**src/rtl/mem_mover_pkg.sv**
```systemverilog
// Shared types for the memory block mover: FSM state and operation encodings.
package mem_mover_pkg;

  typedef enum logic [1:0] {
    IDLE,
    RD,
    WR,
    DONE
  } mover_state_t;

  typedef enum logic {
    OP_COPY,
    OP_FILL
  } mover_op_t;

endpackage

```
**src/rtl/mem_block_mover.sv**
```systemverilog
// Memory block mover: bus initiator that copies (read src, write dst) or fills
// (write constant to dst) a block of bytes, one byte per access, with stalls
// whenever the core holds the memory port (mem_gnt low).
module mem_block_mover
  import mem_mover_pkg::*;
#(
  parameter int AW = 8,
  parameter int DW = 8
) (
  input  logic          clk,
  input  logic          reset,
  input  logic          start,
  input  logic          op,
  input  logic [AW-1:0] src_addr,
  input  logic [AW-1:0] dst_addr,
  input  logic [AW:0]   len,
  input  logic [DW-1:0] fill_value,
  output logic          busy,
  output logic          done,
  input  logic          mem_gnt,
  output logic [AW-1:0] mem_addr,
  output logic          mem_read,
  output logic          mem_write,
  output logic [DW-1:0] mem_wdata,
  input  logic [DW-1:0] mem_rdata
);

  localparam logic [AW:0] CNT_LAST = {{AW{1'b0}}, 1'b1};

  mover_state_t  state;
  mover_state_t  state_nxt;
  mover_op_t     op_q;
  logic [AW-1:0] src_ptr;
  logic [AW-1:0] dst_ptr;
  logic [AW:0]   cnt;
  logic [DW-1:0] hold;
  logic [DW-1:0] fill_q;

  // State register; reset aborts any transfer in flight, so no done pulse follows.
  // NOTE: sequential state uses non-blocking (<=) so every flop samples pre-edge values.
  always_ff @(posedge clk) begin
    if (reset) begin
      state <= IDLE;
    end else begin
      state <= state_nxt;
    end
  end

  // Next-state decode: a transfer of len bytes walks RD/WR per byte, WR only for FILL.
  // NOTE: a default is assigned first so every path drives state_nxt and no latch is inferred.
  always_comb begin
    state_nxt = state;
    unique case (state)
      IDLE: begin
        if (start) begin
          if (len == '0) begin
            state_nxt = DONE;
          end else if (mover_op_t'(op) == OP_FILL) begin
            state_nxt = WR;
          end else begin
            state_nxt = RD;
          end
        end
      end
      RD: begin
        if (mem_gnt) begin
          state_nxt = WR;
        end
      end
      WR: begin
        if (mem_gnt) begin
          if (cnt == CNT_LAST) begin
            state_nxt = DONE;
          end else if (op_q == OP_FILL) begin
            state_nxt = WR;
          end else begin
            state_nxt = RD;
          end
        end
      end
      DONE: begin
        state_nxt = IDLE;
      end
      default: begin
        state_nxt = IDLE;
      end
    endcase
  end

  // Datapath: latch parameters on start, capture read data, advance pointers after each write.
  // NOTE: the small pointer/count/hold registers are all cleared on reset so an aborted
  // transfer leaves no residue; there is no memory array in this block to reset.
  always_ff @(posedge clk) begin
    if (reset) begin
      op_q    <= OP_COPY;
      src_ptr <= '0;
      dst_ptr <= '0;
      cnt     <= '0;
      hold    <= '0;
      fill_q  <= '0;
    end else begin
      unique case (state)
        IDLE: begin
          if (start) begin
            op_q    <= mover_op_t'(op);
            src_ptr <= src_addr;
            dst_ptr <= dst_addr;
            cnt     <= len;
            fill_q  <= fill_value;
          end
        end
        RD: begin
          if (mem_gnt) begin
            hold <= mem_rdata;
          end
        end
        WR: begin
          if (mem_gnt) begin
            // Both pointers advance together and wrap naturally at 2^AW.
            src_ptr <= src_ptr + 1'b1;
            dst_ptr <= dst_ptr + 1'b1;
            cnt     <= cnt - 1'b1;
          end
        end
        default: begin
        end
      endcase
    end
  end

  // Memory port and status decode: only granted RD/WR cycles touch memory; everything else is 0.
  always_comb begin
    mem_read  = 1'b0;
    mem_write = 1'b0;
    mem_addr  = '0;
    mem_wdata = '0;
    busy      = (state == RD) || (state == WR);
    done      = (state == DONE);
    if (state == RD && mem_gnt) begin
      mem_read = 1'b1;
      mem_addr = src_ptr;
    end
    if (state == WR && mem_gnt) begin
      mem_write = 1'b1;
      mem_addr  = dst_ptr;
      mem_wdata = (op_q == OP_FILL) ? fill_q : hold;
    end
  end

endmodule
```
**config.mk**
```make
export PLATFORM = sky130hd
export DESIGN_NAME = mem_block_mover
export DESIGN_NICKNAME = d
export VERILOG_FILES = /design/src/rtl/mem_mover_pkg.sv /design/src/rtl/mem_block_mover.sv
export SDC_FILE = /design/constraint.sdc
export NUM_CORES = 1
export LEC_CHECK = 0
export ABC_AREA = 0
export CAP_MARGIN = 0
export CORE_AREA = 2 2 77 79
export DETAILED_ROUTE_END_ITERATION = 12
export DIE_AREA = 0 0 79 81
export GPL_TIMING_DRIVEN = 0
export PLACE_DENSITY_LB_ADDON = 0.15
export SLEW_MARGIN = 20
export SYNTH_ARGS = -nofsm -noshare
export SYNTH_HDL_FRONTEND = slang
export SYNTH_SLANG_ARGS = --single-unit
```
**constraint.sdc**
```tcl
create_clock -name clk -period 2.25 [get_ports clk]
set_input_delay 0.3375 -clock clk [delete_from_list [all_inputs] [get_ports clk]]
set_output_delay 0.3375 -clock clk [all_outputs]
set_load 0.02 [all_outputs]
```
==> results of run 1 <==
-- power groups by stage --
stage          Sequential [mW]  Clock (mW)  Combinational (mW)
6_report                  1.20       0.582                1.75
3_3_place_gp              1.21           0                1.67
4_1_cts                   1.20       0.588                1.74
3_5_place_dp              1.21           0                1.70
5_1_grt                   1.24       0.622                1.96
2_1_floorplan             1.15           0                1.21
-- worst register-to-register path, stage by stage (launching register included) --
cell and delay (ns):
dfxtp_2 0.33, inv_1 0.07, ha_2 0.20, buf_6 0.14, mux2i_1 0.15, nor2_2 0.20
clkbuf_1 0.39, o21ai_0 0.22, a21oi_1 0.17
-- synth_stat cells (all sizes together), types with 2 or more instances --
library cell	instances	area share
a211oi	4	0.011
a21oi	43	0.080
a311oi	2	0.0065
a31oi	4	0.0093
and2	11	0.026
and3b	2	0.0065
and4	4	0.013
and4b	3	0.011
buf	9	0.025
clkbuf	15	0.028
dfxtp	44	0.33
ha	9	0.042
inv	7	0.0098
mux2i	11	0.041
nand2	59	0.082
nand2b	2	0.0047
nand3	16	0.030
nand3b	4	0.011
nor2	23	0.033
nor2b	13	0.030
nor3	9	0.017
nor4	4	0.0093
o21a	3	0.0084
o21ai	39	0.073
o2bb2ai	3	0.0098
o31ai	3	0.0084
or2	4	0.0093
-- cell families after synthesis --
family / Yosys count / share of synthesized area
and+or+nand+nor: 159 / 0.300
AOI/OAI and AO/OA: 107 / 0.225
DFF: 44 / 0.328
buffers and inverters: 32 / 0.0642
muxes: 11 / 0.0410
adders and majority gates: 9 / 0.0419
-- how the worst max path moves through the flow --
stage | to | cells past startpoint
global route | mem_wdata[4] | 7
detailed placement | mem_wdata[4] | 7
floorplan | mem_wdata[0] | 6
CTS | mem_wdata[4] | 7
finish | mem_wdata[4] | 7
global placement | mem_wdata[2] | 7
-- state kept, by name, indices dropped and copies added, names as in the netlist --
name and flops:
src_ptr 8, cnt 9, op_q 1, hold 8, state 2, fill_q 8, dst_ptr 8
-- area by class of cell --
type	count	area [um^2]
plain buffers	24	166
clock buffers	5	68.8
clock inverters	1	30.0
fillers	561	2130
inverters	8	31.3
multi-input cells	286	1650
flip-flops and latches	44	883
well taps	75	93.8
repair buffers	65	621
-- per-stage QoR --
step	worst slack, ns	TNS [ns]	hold slack, ns
6_report	0.0813	0	0.370
5_1_grt	-0.0102	-0.0215	0.388
4_1_cts	0.00219	0	0.371
3_5_place_dp	-0.756	-9.90	0.447
3_3_place_gp	-0.752	-9.47	0.444
2_1_floorplan	0.293	0	0.436
-- per-layer routing --
metal | global-route usage | part of all wire | vias to the layer above
met5 | 0 | 0 | -
met4 | 0.102 | 0.021 | 0
met3 | 0.0522 | 0.064 | 13
met2 | 0.455 | 0.49 | 100
met1 | 0.313 | 0.42 | 1320
li1 | - | - | 1416
-- repair_timing --
item	4_1_cts	5_1_grt
endpoints found under the hold margin	0	0
endpoints found under the setup margin	18	14
buffers inserted	1	0
gates resized for setup	70	10
==> impl_metrics.env, run 1 <==
export IMPL_core_mm2=0.00568
export IMPL_grt_pass1_wl_um=13100
export IMPL_crit_chain="inv_1 -> ha_2 -> buf_4 -> clkbuf_8 -> nand2_4 -> nor2_1 -> clkdlybuf4s15_2"
export IMPL_synth_seq_cells=44
export IMPL_syn_nets=417
export IMPL_totalPowerFinal_mw=3.54
export IMPL_synth_ff_type="dfxtp_1"
export IMPL_tritoncts="built"
export IMPL_port_buffers=64
export IMPL_switching_share=0.426
export IMPL_fmax_mhz=461
export IMPL_critical_path_top_delay_family="buffers and inverters"
export IMPL_final_cell_area_mm2=0.00354
export IMPL_die_area_mm2=0.00640
export IMPL_hold_buffers=0
export IMPL_drtIter0Drc=200
export IMPL_internal_power_mw=2.03
export IMPL_min_path_cells=3
export IMPL_vias=2849
export IMPL_grt_pass1_vias=2785
export IMPL_post_route_util=0.624
export IMPL_dpl_hpwl_um=5680
export IMPL_hold_violations=0
export IMPL_yosysWarnings=0
export IMPL_critPathSlowestCell="dfxtp_2"
export IMPL_dp_cells=501
export IMPL_start_util=0.474
export IMPL_fp_dieW_um=79
export IMPL_critPathMaxFanout=10
export IMPL_grt_ovfl_total=0
export IMPL_holdCritStartpoint="reset"
export IMPL_fin_nets=489
export IMPL_grt_usage=0.260
export IMPL_detail_route_wl_per_cell_um=15.5
export IMPL_finClkSkew_ns=0.0128
export IMPL_holdCritPathClass="in -> reg"
export IMPL_vdd_drop_max_mv=0.455
export IMPL_worstMarginPinSlew_ns=0.591
export IMPL_synth_edff_count=0
export IMPL_cts_clk_slew_worst_paths_ns=0.08
export IMPL_final_common_cell="nand2_1"
export IMPL_row_count=28
export IMPL_die_h_um=81
export IMPL_r2r_start="state[0]"
export IMPL_layout_common_cells="nand2_1 (57), clkdlybuf4s50_1 (46), a21oi_1 (43)"
export IMPL_drv_slew=0
export IMPL_crit_required_ns=1.91
export IMPL_ys_seq_area_frac=0.328
export IMPL_r2r_slack_ns=0.33
export IMPL_ant_nets=0
export IMPL_crit_start="state[0]"
export IMPL_hold_path_end="cnt[8]"
export IMPL_p_per_area_mw_per_mm2=998
export IMPL_start_kind="register"
export IMPL_critPathBufInv=4
export IMPL_cts_sinks=44
export IMPL_netlist_instances=362
export IMPL_clockBufferDepth=2
export IMPL_vias_per_cell=5.61
export IMPL_cts_root_buf="clkbuf_8"
export IMPL_layoutNonFillerInstCount=508
export IMPL_leakage_nw=1.31
export IMPL_yosys_cell_types_count=46
export IMPL_synth_area_per_cell_um2=7.42
export IMPL_slowest_delay_ns=0.33
export IMPL_antenna_found_initial=0
export IMPL_endpoint_kind="output pin"
export IMPL_grt_max_degree=13
export IMPL_p_clk_frac=0.165
export IMPL_reg2reg_depth=8
export IMPL_drv_cap=0
export IMPL_dpl_cell_area_mm2=0.00342
export IMPL_area_growth_pct=31.8
export IMPL_seqPwrFrac=0.340
export IMPL_htreeDepth=2
export IMPL_antenna_cells=0
export IMPL_finalSetupViolations=0
export IMPL_syn_cell_area_mm2=0.00269
export IMPL_worstPathArrival_ns=1.83
export IMPL_comb_power_share=0.495
export IMPL_globalplace_congestion=0.831
export IMPL_critical_path_class="reg -> out"
export IMPL_slew_headroom=0.603
export IMPL_clk_latency_ns=0.30
export IMPL_status="complete, no violations"
export IMPL_numCtsBuffers=5
export IMPL_async_flop_share=0
export IMPL_drt_first_pass_iters=5
export IMPL_io_pins=66
export IMPL_layout_drive_gt1_share=0.120
export IMPL_min_period_over_period=0.964
export IMPL_timing_rr_end="cnt[3]"
export IMPL_wirelength_um=7870
export IMPL_finalCriticalPeriod_ns=2.17
export IMPL_drc=0
export IMPL_power_switching_mw=1.51
No activity file was read; power rests on OpenSTA's default activity.
==> inputs of run 2 (changes only) <==
--- a/config.mk
+++ b/config.mk
@@ -10,6 +10,7 @@
 export CORE_AREA = 2 2 77 79
 export DETAILED_ROUTE_END_ITERATION = 12
 export DIE_AREA = 0 0 79 81
+export GPL_ROUTABILITY_DRIVEN = 0
 export GPL_TIMING_DRIVEN = 0
 export PLACE_DENSITY_LB_ADDON = 0.15
 export SLEW_MARGIN = 20
==> results of run 2 <==
The final DEF is identical to that of run 1; final timing and power are the same.
